### src/rtl/prog_rom_port_sched.sv
// prog_rom_port_sched
// Arbitrates the single synchronous read port of the program ROM between
// three requesters: MCU instruction fetch, debug readback and the checksum
// scan engine, in that priority order. Debug gets a forced slot once fetch
// has blocked it for MAX_WAIT cycles. An owner tag follows each read through
// the one-cycle ROM latency and steers the returned word to its requester.
//
// Ports
//   prog_clk, rst_n          clock, async active-low reset
//   cpu_req, cpu_addr        fetch request / PC
//   cpu_stall                fetch not granted; MCU holds PC and request
//   cpu_ir, cpu_ir_vld       fetched word, valid one cycle after grant
//   dbg_valid, dbg_addr      debug read request (held until dbg_ready)
//   dbg_ready                debug request granted this cycle
//   dbg_data, dbg_dvld       debug read word, one-cycle pulse after grant
//   scan_start               pulse: checksum addresses 0..DEPTH-1
//   scan_busy, scan_done     scan in progress / final-sum pulse
//   scan_sum                 sum of all words mod 2^DW
//   rom_addr, rom_data       ROM read address / registered ROM output
//
// Scan FSM
//   state   | meaning
//   S_IDLE  | waiting for scan_start
//   S_RUN   | issuing scan reads whenever the port is otherwise free
//   S_DRAIN | last scan word returning from the ROM
//   S_DONE  | scan_sum final, scan_done pulses
module prog_rom_port_sched #(
   parameter int AW       = 10,
   parameter int DW       = 18,
   parameter int DEPTH    = 1024,
   parameter int MAX_WAIT = 16
) (
   input  logic          prog_clk,
   input  logic          rst_n,
   input  logic          cpu_req,
   input  logic [AW-1:0] cpu_addr,
   output logic          cpu_stall,
   output logic [DW-1:0] cpu_ir,
   output logic          cpu_ir_vld,
   input  logic          dbg_valid,
   input  logic [AW-1:0] dbg_addr,
   output logic          dbg_ready,
   output logic [DW-1:0] dbg_data,
   output logic          dbg_dvld,
   input  logic          scan_start,
   output logic          scan_busy,
   output logic          scan_done,
   output logic [DW-1:0] scan_sum,
   output logic [AW-1:0] rom_addr,
   input  logic [DW-1:0] rom_data
);

   localparam int WW = $clog2(MAX_WAIT + 1);
   localparam logic [WW-1:0] WAIT_MAX  = WW'(MAX_WAIT);
   localparam logic [AW-1:0] SCAN_LAST = AW'(DEPTH - 1);

   typedef enum logic [1:0] {OWN_NONE, OWN_CPU, OWN_DBG, OWN_SCAN} owner_t;
   typedef enum logic [1:0] {S_IDLE, S_RUN, S_DRAIN, S_DONE} scan_st_t;

   owner_t          winner;
   owner_t          tag_q;
   scan_st_t        scan_st;
   scan_st_t        scan_nxt;
   logic [WW-1:0]   wait_cnt;
   logic [AW-1:0]   rom_addr_q;
   logic [AW-1:0]   scan_addr;
   logic [DW-1:0]   scan_acc;
   logic [DW-1:0]   scan_acc_nxt;
   logic [DW-1:0]   cpu_ir_q;
   logic [DW-1:0]   dbg_data_q;

   // Port grant; with no winner the address bus keeps its last value.
   always_comb begin
      winner   = OWN_NONE;
      rom_addr = rom_addr_q;
      if (dbg_valid && (wait_cnt == WAIT_MAX)) begin
         winner   = OWN_DBG;
         rom_addr = dbg_addr;
      end else if (cpu_req) begin
         winner   = OWN_CPU;
         rom_addr = cpu_addr;
      end else if (dbg_valid) begin
         winner   = OWN_DBG;
         rom_addr = dbg_addr;
      end else if (scan_st == S_RUN) begin
         winner   = OWN_SCAN;
         rom_addr = scan_addr;
      end
   end

   assign cpu_stall  = cpu_req && (winner != OWN_CPU);
   assign dbg_ready  = (winner == OWN_DBG);

   // Returned word is steered by the tag of the read issued last cycle.
   assign cpu_ir_vld = (tag_q == OWN_CPU);
   assign dbg_dvld   = (tag_q == OWN_DBG);
   assign cpu_ir     = cpu_ir_vld ? rom_data : cpu_ir_q;
   assign dbg_data   = dbg_dvld ? rom_data : dbg_data_q;

   assign scan_acc_nxt = (tag_q == OWN_SCAN) ? scan_acc + rom_data : scan_acc;

   always_ff @(posedge prog_clk or negedge rst_n) begin
      if (!rst_n) begin
         tag_q      <= OWN_NONE;
         rom_addr_q <= '0;
         cpu_ir_q   <= '0;
         dbg_data_q <= '0;
         wait_cnt   <= '0;
      end else begin
         tag_q      <= winner;
         rom_addr_q <= rom_addr;
         cpu_ir_q   <= cpu_ir;
         dbg_data_q <= dbg_data;
         if (!dbg_valid || (winner == OWN_DBG))
            wait_cnt <= '0;
         else if (wait_cnt != WAIT_MAX)
            wait_cnt <= wait_cnt + WW'(1);
      end
   end

   always_ff @(posedge prog_clk or negedge rst_n) begin
      if (!rst_n) scan_st <= S_IDLE;
      else        scan_st <= scan_nxt;
   end

   always_comb begin
      scan_nxt  = scan_st;
      scan_busy = 1'b0;
      scan_done = 1'b0;
      case (scan_st)
         S_IDLE: begin
            if (scan_start) scan_nxt = S_RUN;
         end
         S_RUN: begin
            scan_busy = 1'b1;
            if ((winner == OWN_SCAN) && (scan_addr == SCAN_LAST)) scan_nxt = S_DRAIN;
         end
         S_DRAIN: begin
            scan_busy = 1'b1;
            scan_nxt  = S_DONE;
         end
         S_DONE: begin
            scan_done = 1'b1;
            scan_nxt  = S_IDLE;
         end
         default: scan_nxt = S_IDLE;
      endcase
   end

   always_ff @(posedge prog_clk or negedge rst_n) begin
      if (!rst_n) begin
         scan_addr <= '0;
         scan_acc  <= '0;
         scan_sum  <= '0;
      end else begin
         if ((scan_st == S_IDLE) && scan_start) begin
            scan_addr <= '0;
            scan_acc  <= '0;
         end else begin
            if (winner == OWN_SCAN) scan_addr <= scan_addr + AW'(1);
            scan_acc <= scan_acc_nxt;
         end
         // DRAIN carries the final word, so the published sum includes it.
         if (scan_st == S_DRAIN) scan_sum <= scan_acc_nxt;
      end
   end

endmodule

### config.mk
export PLATFORM = sky130hd
export DESIGN_NAME = prog_rom_port_sched
export DESIGN_NICKNAME = d
export VERILOG_FILES = /design/src/rtl/prog_rom_port_sched.sv
export SDC_FILE = /design/constraint.sdc
export NUM_CORES = 1
export LEC_CHECK = 0
export CORE_MARGIN = 2
export CORE_UTILIZATION = 35
export CTS_CLUSTER_DIAMETER = 60
export CTS_CLUSTER_SIZE = 28
export DETAILED_ROUTE_END_ITERATION = 10
export GPL_ROUTABILITY_DRIVEN = 0
export HOLD_SLACK_MARGIN = 0.1
export SKIP_CTS_REPAIR_TIMING = 1
export SLEW_MARGIN = 10
export SYNTH_ARGS = -nofsm -noshare
export SYNTH_HDL_FRONTEND = slang
export SYNTH_SLANG_ARGS = --single-unit
### constraint.sdc
create_clock -name prog_clk -period 2.1 [get_ports prog_clk]
set_input_delay 0.21 -clock prog_clk [delete_from_list [all_inputs] [get_ports prog_clk]]
set_output_delay 0.21 -clock prog_clk [all_outputs]
set_load 0.02 [all_outputs]
==> results.txt <==
The tools report the cell count after synthesis as 523. The run finished, with violations left. In the routed design, unresolved DRC markers number 0. The number of nets still failing antenna checks after routing was 0. In this run the tool buffered the top-level ports with 112 buffer cells. Leading cell type in the layout, fill and taps excluded: buf_4. The fraction of registers with async set or reset after synthesis works out to 1.00. Setup repair after global routing could not meet its margin everywhere. The run gives 16,200 um2 as the die footprint. The Yosys step of the flow raised 0 warnings. For the number of H-tree branching levels, the log shows 3. Detailed placement finished with a half-perimeter wire length of 10.8 mm. In this run, the number of DRC markers left after iteration 0 of detailed routing was 257.

The setup slack at placement is -0.570 ns, and the number of enable flip-flop cells after synthesis is 0. The total area inside the core boundary comes to 15,000 um2. The layout has 1,283 filler cells. The finished layout holds 918 standard cells, fillers aside. The tools report the TritonCTS buffer count as 9. The post-route fraction of the period consumed by the critical path is 1.11. After synthesis the netlist holds a flip-flop and latch count of 101. The floorplan die height was 127 um; the insertion delay of the later-clocked pin in the worst-skew pair was 0.36 ns.

After clock tree synthesis, the clock-pin slew on the worst setup and hold paths is 0.07 ns. The tools report the critical path data arrival time as 2.58 ns. The type of the worst min-delay path was primary input to register.

The number of hold violations in the final report was 0; the remaining global-route overflow was 0. The final reports fail on setup timing. The pin count of the biggest net entering global routing was 44. The number of cells on the worst reg-to-reg path works out to 10. In this run the power spent charging and discharging nets is 3.14 mW. The number of clock sinks seen by CTS was 101; the synthesis-to-finish area growth was 56.1%. The tools report the critical path startpoint category as a register.

The final critical-path required period works out to 2.33 ns. The data required time at the worst endpoint came out at 2.35 ns. Overall track demand over capacity in global routing: 0.177. For the detailed-router iteration count before antenna repair, the log shows 5.

The portion of the post-synthesis area used by sequential elements was 0.474. For the total internal power, the log shows 5.58 mW. The power per cell area was 1050 nW/um2; the row count was 45. For the total vias in the final route, the log shows 4,698.

After the last flow step, the layout net total stands at 794. The total instance count after detailed placement was 880. The first global-routing pass estimated 22.7 mm of wire. For this run, the leading register cell type out of synthesis is dfrtp_1. The via count of the first global-routing pass came out at 4,605. The core occupancy in the finished layout is 0.553, and the post-route clock skew is 0.00759 ns.

The tools report the total of endpoints with negative setup slack in the final report as 12. VDD sags by at most 0.533 mV. The largest fanout of any net on the critical path is 4. In this run the cell area measured after placement is 7280 um2. The switching portion of total power was 0.360; the antenna diode count was 0. The clock share of power is 0.216, and the fraction of layout cells with a size suffix above 1 is 0.338. The mean instance size in the synthesized netlist was 10.2 um2; the maximum clock frequency was 429 MHz. The combined area of all synthesized cells came out at 5330 um2. The slack of the critical path is -0.231 ns. The run gives 0.354 as the starting density of the core. The run gives 113 as the number of top-level design ports. By startpoint and endpoint, the worst setup path is classified as register to register. In the routed layout, each cell is associated on average with a via count of 5.12. Slew at the pin closest to its max-slew limit: 0.583 ns. STA classifies the critical path endpoint as a register.

For the initial antenna violation count, the log shows 0. The number of nets handed over by synthesis was 592. TritonCTS built the clock tree.

The maximum clock path buffer count came out at 2. The max-slew violation count was 0; the routed length per placed instance was 16.2 um. The netlist uses 56 different library cells.

Adding up every negative setup slack in the final design gives -1.34 ns. Portion of total power attributed to combinational logic: 0.490. Total power for the finished layout comes to 8.72 mW. The part of the power in registers was 0.294. The number of stages on the worst hold path is 2, and the number of violations of the max-capacitance limit is 0. The headroom to the max-slew limit was 0.606.

Leakage power summed over all cells: 3.97 nW. Summed over all layers, the routed wires come to 14.9 mm. The die span in x is 127 um, and the area of all placed cells without fillers is 8320 um2. Hold timing on the final database bottoms out at a slack of 0.258 ns. In this run the clock root is driven by a clkbuf_16. The top cell types in the final layout, fill and taps aside, are 103 x buf_4, 99 x dfrtp_1, 60 x clkdlybuf4s50_1.
## cell families (layout without fill, tap and decap cells)
group / count (synthesis) / after routing / synth area share
and+or+nand+nor: 154 / 154 / 0.139
AOI/OAI and AO/OA: 125 / 125 / 0.151
DFF: 101 / 101 / 0.474
muxes: 55 / 55 / 0.112
buffers and inverters: 45 / 252 / 0.0329
adders and majority gates: 26 / 26 / 0.0625
xor gates and xnor gates: 17 / 17 / 0.0279
## layer usage
metal	GRT usage	share of wire
met4	0.0504	0.023
met3	0.0553	0.064
met5	0	0
met2	0.295	0.49
met1	0.221	0.42
## registers in the layout, summed over array words and instances, names as in the netlist
register / count
scan_addr: 10
scan_acc: 18
dbg_data_q: 18
wait_cnt: 5
tag_q: 2
scan_sum: 18
scan_st: 2
cpu_ir_q: 18
rom_addr_q: 10
## final cells by class
class,instances,area (um2),share of cell area
clock buffers,11,253,0.0304
clock inverters,5,86.3,0.0104
inverters,18,67.6,0.00812
multi-input cells,377,3060,0.368
flip-flops and latches,101,2530,0.304
well taps,188,235,0.0283
repair buffers,218,2080,0.251
## final timing paths
path	start	endpoint	slack [ns]
max in group asynchronous	rst_n	dbg_data_q[6]	1.10
worst min-delay path	rom_data[1]	dbg_data_q[1]	0.26
min in group asynchronous	rst_n	scan_acc[2]	0.39
worst min register to register	cpu_ir_q[11]	cpu_ir_q[11]	0.49
worst max-delay path	scan_acc[0]	scan_sum[16]	-0.23
worst max register to register	scan_acc[0]	scan_sum[16]	-0.23
## cell usage after synthesis (all sizes together) (3+ instances only)
library cell  number  area share
and2               4      0.0047
o22ai             11       0.013
dfrtp            101        0.47
mux2i             18       0.034
o21ai             32       0.030
a2111oi            3      0.0096
nor2b              9       0.012
clkbuf            17       0.012
a21o               6      0.0085
nor2              52       0.037
xor2               8       0.013
mux2              37       0.078
nand2             40       0.028
o31ai              3      0.0042
and4               3      0.0054
o211ai             5      0.0070
nor3               8      0.0075
a211oi             4      0.0056
o21a               4      0.0070
inv               18       0.013
and3               5      0.0059
a31oi              5      0.0059
buf               10      0.0082
nand4              5      0.0059
a21oi             41       0.040
ha                25       0.059
nand3             15       0.014
xnor2              9       0.015
## power groups by stage
stage               clock network [mW]  logic, mW  registers, mW
floorplan                            0       2.05           2.49
detailed placement                   0       3.50           2.56
global placement                     0       3.42           2.55
global route                      2.01       4.60           2.61
CTS                               1.94       3.52           2.53
finish                            1.89       4.27           2.56
## critical path: stages, from the launching register on
cell	delay [ns]
dfrtp_1	0.41
ha_4	0.18
inv_2	0.05
fa_2	0.23
nor2b_4	0.05
o31a_1	0.28
o21a_4	0.26
a2111oi_4	0.32
buf_4	0.18
xnor2_1	0.05
o221a_1	0.21
No activity file was read; power rests on OpenSTA's default activity.
